==> config.mk <==
export PLATFORM = sky130hd
export DESIGN_NAME = seg_scan_controller_flat
export DESIGN_NICKNAME = d
export VERILOG_FILES = /design/src/rtl/seg_scan_if.sv /design/src/rtl/seg_scan_controller.sv /design/src/flat_wrapper.sv
export SDC_FILE = /design/constraint.sdc
export NUM_CORES = 1
export LEC_CHECK = 0
export ABC_AREA = 1
export CAP_MARGIN = 10
export CORE_ASPECT_RATIO = 0.75
export CORE_MARGIN = 8
export CORE_UTILIZATION = 50
export DETAILED_ROUTE_END_ITERATION = 8
export GPL_TIMING_DRIVEN = 1
export PLACE_DENSITY_LB_ADDON = 0.08
export SLEW_MARGIN = 20
export SYNTH_ARGS = -nofsm -noshare
export SYNTH_HDL_FRONTEND = slang
export SYNTH_SLANG_ARGS = --single-unit
==> constraint.sdc <==
create_clock -name clk -period 3.03 [get_ports clk]
set_input_delay 0.7575 -clock clk [delete_from_list [all_inputs] [get_ports clk]]
set_output_delay 0.7575 -clock clk [all_outputs]
set_load 0.02 [all_outputs]
==> src/rtl/seg_scan_if.sv <==
// Bundle between the value datapath and the 7-segment scan controller:
// display data/load handshake in, anode/segment drive and commit status out.
interface seg_scan_if #(
    parameter int NUM_DIGITS = 4
);
    logic                    enable;
    logic                    load;
    logic [4*NUM_DIGITS-1:0] data_in;
    logic [NUM_DIGITS-1:0]   dp_in;
    logic                    blank_lz;
    logic [NUM_DIGITS-1:0]   an;
    logic [7:0]              seg;
    logic                    load_ack;
    logic                    pending;

    modport master (
        output enable, load, data_in, dp_in, blank_lz,
        input  an, seg, load_ack, pending
    );

    modport slave (
        input  enable, load, data_in, dp_in, blank_lz,
        output an, seg, load_ack, pending
    );
endinterface

==> src/rtl/seg_scan_controller.sv <==
// Time-multiplexed common-anode 7-segment scanner with dead-time between digits
// and double-buffered display data that commits only on frame boundaries.
//
// state | meaning
// IDLE  | display dark, waiting for enable
// SHOW  | digit idx lit for REFRESH_DIV cycles
// GAP   | all anodes off for GAP_CYCLES between digit slots
module seg_scan_controller #(
    parameter int NUM_DIGITS  = 4,
    parameter int REFRESH_DIV = 50000,
    parameter int GAP_CYCLES  = 2
) (
    input  logic      clk,
    input  logic      reset,
    seg_scan_if.slave bus
);
    localparam int IW   = (NUM_DIGITS > 1) ? $clog2(NUM_DIGITS) : 1;
    localparam int CMAX = (REFRESH_DIV > GAP_CYCLES) ? REFRESH_DIV : GAP_CYCLES;
    localparam int CW   = (CMAX > 1) ? $clog2(CMAX) : 1;

    localparam logic [CW-1:0] SHOW_LOAD = CW'(REFRESH_DIV - 1);
    localparam logic [CW-1:0] GAP_LOAD  = CW'((GAP_CYCLES > 0) ? GAP_CYCLES - 1 : 0);
    localparam logic [IW-1:0] LAST_IDX  = IW'(NUM_DIGITS - 1);

    typedef enum logic [1:0] {IDLE, SHOW, GAP} state_t;

    state_t                  state_q, state_d;
    logic [IW-1:0]           idx_q, idx_d, idx_next;
    logic [CW-1:0]           cnt_q, cnt_d;
    logic [4*NUM_DIGITS-1:0] shadow_q, shadow_d, pend_data_q, pend_data_d;
    logic [NUM_DIGITS-1:0]   shadow_dp_q, shadow_dp_d, pend_dp_q, pend_dp_d;
    logic                    pending_q, pending_d;
    logic                    ack_q, ack_d;
    logic [NUM_DIGITS-1:0]   an_q, an_d;
    logic [7:0]              seg_q, seg_d;
    logic [NUM_DIGITS-1:0]   blank_vec;
    logic                    boundary;
    logic                    lz_run;
    logic [3:0]              nib;

    function automatic logic [6:0] encode(input logic [3:0] v);
        case (v)
            4'h0: encode = 7'b0000001;
            4'h1: encode = 7'b1001111;
            4'h2: encode = 7'b0010010;
            4'h3: encode = 7'b0000110;
            4'h4: encode = 7'b1001100;
            4'h5: encode = 7'b0100100;
            4'h6: encode = 7'b0100000;
            4'h7: encode = 7'b0001111;
            4'h8: encode = 7'b0000000;
            4'h9: encode = 7'b0000100;
            4'hA: encode = 7'b0001000;
            4'hB: encode = 7'b1100000;
            4'hC: encode = 7'b0110001;
            4'hD: encode = 7'b1000010;
            4'hE: encode = 7'b0110000;
            default: encode = 7'b0111000;
        endcase
    endfunction

    always_comb begin
        idx_next = (idx_q == LAST_IDX) ? '0 : idx_q + 1'b1;
        state_d  = state_q;
        idx_d    = idx_q;
        cnt_d    = cnt_q;
        boundary = 1'b0;

        // Dropping enable wins over any slot transition and never commits.
        if (!bus.enable) begin
            state_d = IDLE;
            idx_d   = '0;
            cnt_d   = '0;
        end else begin
            case (state_q)
                IDLE: begin
                    state_d  = SHOW;
                    idx_d    = '0;
                    cnt_d    = SHOW_LOAD;
                    boundary = 1'b1;
                end
                SHOW: begin
                    if (cnt_q == '0) begin
                        if (GAP_CYCLES > 0) begin
                            state_d = GAP;
                            cnt_d   = GAP_LOAD;
                        end else begin
                            idx_d    = idx_next;
                            cnt_d    = SHOW_LOAD;
                            boundary = (idx_next == '0);
                        end
                    end else begin
                        cnt_d = cnt_q - 1'b1;
                    end
                end
                GAP: begin
                    if (cnt_q == '0) begin
                        state_d  = SHOW;
                        idx_d    = idx_next;
                        cnt_d    = SHOW_LOAD;
                        boundary = (idx_next == '0);
                    end else begin
                        cnt_d = cnt_q - 1'b1;
                    end
                end
                default: begin
                    state_d = IDLE;
                    idx_d   = '0;
                    cnt_d   = '0;
                end
            endcase
        end

        shadow_d    = shadow_q;
        shadow_dp_d = shadow_dp_q;
        pending_d   = pending_q;
        pend_data_d = pend_data_q;
        pend_dp_d   = pend_dp_q;
        ack_d       = 1'b0;
        if (boundary && pending_q) begin
            shadow_d    = pend_data_q;
            shadow_dp_d = pend_dp_q;
            ack_d       = 1'b1;
            pending_d   = 1'b0;
        end
        // A load on the commit edge re-arms pending for the following frame.
        if (bus.load) begin
            pend_data_d = bus.data_in;
            pend_dp_d   = bus.dp_in;
            pending_d   = 1'b1;
        end

        lz_run    = bus.blank_lz;
        blank_vec = '0;
        for (int i = NUM_DIGITS - 1; i >= 1; i--) begin
            lz_run       = lz_run & (shadow_d[4*i +: 4] == 4'h0);
            blank_vec[i] = lz_run;
        end

        nib   = shadow_d[4*int'(idx_d) +: 4];
        an_d  = '1;
        seg_d = 8'hFF;
        if (state_d == SHOW) begin
            an_d[idx_d] = 1'b0;
            seg_d = {blank_vec[idx_d] ? 7'h7F : encode(nib), ~shadow_dp_d[idx_d]};
        end
    end

    always_ff @(posedge clk) begin
        if (reset) begin
            state_q     <= IDLE;
            idx_q       <= '0;
            cnt_q       <= '0;
            shadow_q    <= '0;
            shadow_dp_q <= '0;
            pend_data_q <= '0;
            pend_dp_q   <= '0;
            pending_q   <= 1'b0;
            ack_q       <= 1'b0;
            an_q        <= '1;
            seg_q       <= 8'hFF;
        end else begin
            state_q     <= state_d;
            idx_q       <= idx_d;
            cnt_q       <= cnt_d;
            shadow_q    <= shadow_d;
            shadow_dp_q <= shadow_dp_d;
            pend_data_q <= pend_data_d;
            pend_dp_q   <= pend_dp_d;
            pending_q   <= pending_d;
            ack_q       <= ack_d;
            an_q        <= an_d;
            seg_q       <= seg_d;
        end
    end

    assign bus.an       = an_q;
    assign bus.seg      = seg_q;
    assign bus.load_ack = ack_q;
    assign bus.pending  = pending_q;
endmodule

==> src/flat_wrapper.sv <==
// flat-port wrapper written by rule: the top's interface ports become plain ports
module seg_scan_controller_flat 
#(
    parameter int NUM_DIGITS  = 4,
    parameter int REFRESH_DIV = 50000,
    parameter int GAP_CYCLES  = 2
)
  (clk, reset, bus_enable, bus_load, bus_data_in, bus_dp_in, bus_blank_lz, bus_an, bus_seg, bus_load_ack, bus_pending);
  seg_scan_if #(.NUM_DIGITS(NUM_DIGITS)) bus_i ();
  input  logic clk;
  input  logic reset;
  input wire logic [$bits(bus_i.enable)-1:0] bus_enable;
  input wire logic [$bits(bus_i.load)-1:0] bus_load;
  input wire logic [$bits(bus_i.data_in)-1:0] bus_data_in;
  input wire logic [$bits(bus_i.dp_in)-1:0] bus_dp_in;
  input wire logic [$bits(bus_i.blank_lz)-1:0] bus_blank_lz;
  output wire logic [$bits(bus_i.an)-1:0] bus_an;
  output wire logic [$bits(bus_i.seg)-1:0] bus_seg;
  output wire logic [$bits(bus_i.load_ack)-1:0] bus_load_ack;
  output wire logic [$bits(bus_i.pending)-1:0] bus_pending;
  assign bus_i.enable = bus_enable;
  assign bus_i.load = bus_load;
  assign bus_i.data_in = bus_data_in;
  assign bus_i.dp_in = bus_dp_in;
  assign bus_i.blank_lz = bus_blank_lz;
  assign bus_an = bus_i.an;
  assign bus_seg = bus_i.seg;
  assign bus_load_ack = bus_i.load_ack;
  assign bus_pending = bus_i.pending;
  seg_scan_controller #(.NUM_DIGITS(NUM_DIGITS), .REFRESH_DIV(REFRESH_DIV), .GAP_CYCLES(GAP_CYCLES)) u_core (.clk(clk), .reset(reset), .bus(bus_i));
endmodule
==> summary.md <==
| Metric | Value |
|---|---|
| Async SR Flop Fraction | 0% |
| Final setup viols | 0 |
| FF-to-FF Start | u_core.cnt_q[0]$_SDFF_PP0_ |
| Synth Net Count | 564 |
| Storage element area | 0.00148 mm² |
| Worst VDD drop | 347 µV |
| IO Port Bufs | 38 |
| Util after Layout | 61.0% |
| Antenna-violating nets left | 0 |
| Final Hold Fails | 0 |
| Detailed-placement wirelength estimate | 6610 µm |
| Fmax | 0.372 GHz |
| Initial Utilization | 51.6% |
| Synthesized instance count | 527 |
| Most area-consuming cells after synthesis | dfxtp_1 (39%), nand2_1 (12%), nor2_1 (6.8%), inv_1 (5.3%), nand3_1 (4.1%) |
| Crit-path max FO | 12 |
| RSZ-0062 raised after global routing | no |
| Drt initial violations | 187 |
| Placed instance count | 657 |
| Biggest area consumer among synthesized cells | dfxtp_1 |
| Worst Setup End Kind | flop |
| CTS clk-pin slew, worst paths | 0.08 ns |
| Seq/Total Area, Yosys | 39.2% |
| Initial antenna violation count | 0 |
| Worst r2r dst | u_core.bus.seg[7]$_SDFF_PP1_ |
| R2R setup slack | 0.34 ns |
| Final wirelength | 8660 µm |
| Worst hold-check path type | flop to flop |
| Crit. Startpoint | u_core.cnt_q[0]$_SDFF_PP0_ |
| Pin count of the biggest net entering global routing | 31 |
| Max cap viols | 0 |
| CP Capture Point | u_core.bus.seg[7]$_SDFF_PP1_ |
| Clock Sinks | 74 |
| Power per cell area | 492 mW/mm² |
| Pre-antenna DRT Iters | 5 |
| Placer Congestion | 0.866 |
| Final Cycle Share | 88.6% |
| Status | complete, no violations |
| Gr usage total | 17.4% |
| Layout cell share with drive strength beyond 1 | 12.1% |
| Register-to-Register Path Depth | 17 |
| WP data required | 3.25 ns |
| Yosys top cell area share | 39.2% |
| CTS root buf | clkbuf_8 |
| Htree depth | 3 |
| Routed len/inst | 12.9 µm |
| Antenna cells | 0 |
| Num rows | 27 |
| Slew Limit Fails | 0 |
| Grt total ovfl | 0 |
| Via density | 5.02 |
| Worst-skew pair later-pin latency | 0.35 ns |
| Worst Path Arrival | 2.91 ns |
| # nets final | 604 |
| Synth Flop Type | dfxtp_1 |
| Least-Margin Pin Slew | 0.728 ns |
| Die Ht | 91.3 µm |
| Hold-fix buffers, CTS | 0 |
| # IOs | 39 |
| Post-Syn Area | 0.00378 mm² |
| Layout area overhead | 18.2% |
| Standby leakage power | 2.09 nW |
| DRC viols | 0 |
| CP Launch Type | flop |
| Synth Warn # | 0 |
| Die area | 0.0106 mm² |
| EDFF count, synth | 0 |
| Final cell count without fillers | 672 |
| Die width | 116 µm |
| Clock skew | 0.00940 ns |
| FF+latch count, synth | 74 |
| Yosys cell types | 32 |
| Via Count | 3371 |
| CTS Buf Count | 9 |
| Maximum clock path buffer count | 2 |
| Vias in the first global route | 3202 |
| Avg Synthesized Cell Area | 7.18 µm² |
| Worst relative slew slack | 51.4% |
| Multi-input gate area | 0.00198 mm² |
| Period minus WS final | 2.69 ns |
| Core area | 0.00733 mm² |
| CTS tree | yes |
| Setup CP Type | flop to flop |
| # fillers | 704 |
| Global-route wire length before repair | 14800 µm |
[cell families after synthesis]
logic type	share of synthesized area [%]
simple gates	36.0
buf+inv	8.47
flops	39.2
compound gates	8.37
xor+xnor	3.24
fa+ha+maj	3.97
mux	0.794
[worst max-delay path: stages (launching register included)]
cell and delay [ns]:
dfxtp_1 0.30, inv_1 0.14, ha_1 0.23, nand2_2 0.13
nor2_4 0.18, nand3_2 0.11, nand2_4 0.10, nand3_4 0.16
nand2_2 0.12, nand2_1 0.09, nand2_1 0.08, nand2_1 0.06
nor2_2 0.22, inv_1 0.12, ha_1 0.22, nand3b_1 0.16
nand3_1 0.08, nand3_1 0.07
[metrics by stage]
step | TNS, ns | setup WS, ns | hold slack (ns) | total power, mW | cell area [µm²]
after CTS | 0 | 0.232 | 0.471 | 2.22 | 4460
after global routing | 0 | 0.0614 | 0.490 | 2.31 | 4470
after global placement | 0 | 0.0649 | 0.453 | 1.45 | 4270
after detailed placement | -0.0488 | -0.0278 | 0.458 | 1.46 | 4270
after floorplan | 0 | 0.541 | 0.434 | 1.34 | 3780
final | 0 | 0.345 | 0.468 | 2.20 | 4470
[per-layer routing]
metal  vias up  share of wire (%)  global-route usage, %  wire (µm)
li1       1759                  -                      -          -
met1      1504                 48                   22.3       4190
met2        91                 42                   26.3       3650
met3        17                7.1                   5.09        617
met4         0                2.3                   7.43        202
met5         -                  0                      0          0
[area by class of cell]
class,instances,share of cell area (%)
flip-flops and latches,74,33.1
inverters,57,4.79
multi-input cells,377,44.4
repair buffers,48,10.6
clock inverters,5,1.23
clock buffers,10,3.08
well taps,101,2.83
[cells in the final DEF, fill, tap and decap left out, types with 10 or more instances in the layout]
master           synthesis  final
nand2_2                 15     15
clkdlybuf4s50_1          0     38
nand3_1                 31     31
a21oi_1                 30     30
o21ai_0                 25     25
nand2_1                120    120
inv_1                   53     53
nor2_1                  69     68
clkbuf_8                 0     10
dfxtp_1                 74     74
nand4_1                 24     24
ha_1                    12     12
[sequential cells by signal, summed over array words and instances, names as in the netlist]
register / count
u_core.idx_q: 2
u_core.bus.pending: 1
u_core.shadow_q: 16
u_core.shadow_dp_q: 4
u_core.bus.load_ack: 1
u_core.pend_dp_q: 4
u_core.cnt_q: 16
u_core.pend_data_q: 16
u_core.state_q: 2
u_core.bus.an: 4
u_core.bus.seg: 8
[repair_timing]
action,CTS,global route
setup endpoints to repair,0,4
gates resized for setup,0,2
setup buffers,0,0
[cells in the mapped netlist, types with 3 or more instances]
master and count:
nand2_1 120, dfxtp_1 74, nor2_1 69, inv_1 53, nand3_1 31, a21oi_1 30
o21ai_0 25, nand4_1 24, nand2_2 15, clkbuf_1 12, ha_1 12, xor2_1 9
nor2_2 8, nor2_4 6, xnor2_1 5, buf_6 4, mux2i_1 3, nand2_4 3
nand3_2 3, nor3_1 3
[worst min-delay path by stage]
stage                                         from                             endpoint  slack, ns  cells after the start
2_1_floorplan  u_core.pend_data_q[12]$_SDFFE_PP0P_  u_core.pend_data_q[12]$_SDFFE_PP0P_       0.43                      2
3_3_place_gp        u_core.shadow_q[11]$_SDFF_PP0_       u_core.shadow_q[11]$_SDFF_PP0_       0.45                      2
3_5_place_dp        u_core.shadow_q[11]$_SDFF_PP0_       u_core.shadow_q[11]$_SDFF_PP0_       0.46                      2
4_1_cts              u_core.shadow_q[9]$_SDFF_PP0_        u_core.shadow_q[9]$_SDFF_PP0_       0.47                      2
5_1_grt             u_core.shadow_q[11]$_SDFF_PP0_       u_core.shadow_q[11]$_SDFF_PP0_       0.49                      2
6_report             u_core.shadow_q[9]$_SDFF_PP0_        u_core.shadow_q[9]$_SDFF_PP0_       0.47                      2
[power by group]
group	leakage (nW)	switching [mW]	internal, mW
registers	0.608	0.0278	1.02
logic	1.39	0.232	0.154
clock network	0.0941	0.366	0.395
total	2.09	0.626	1.57
No activity file was read; power rests on OpenSTA's default activity.
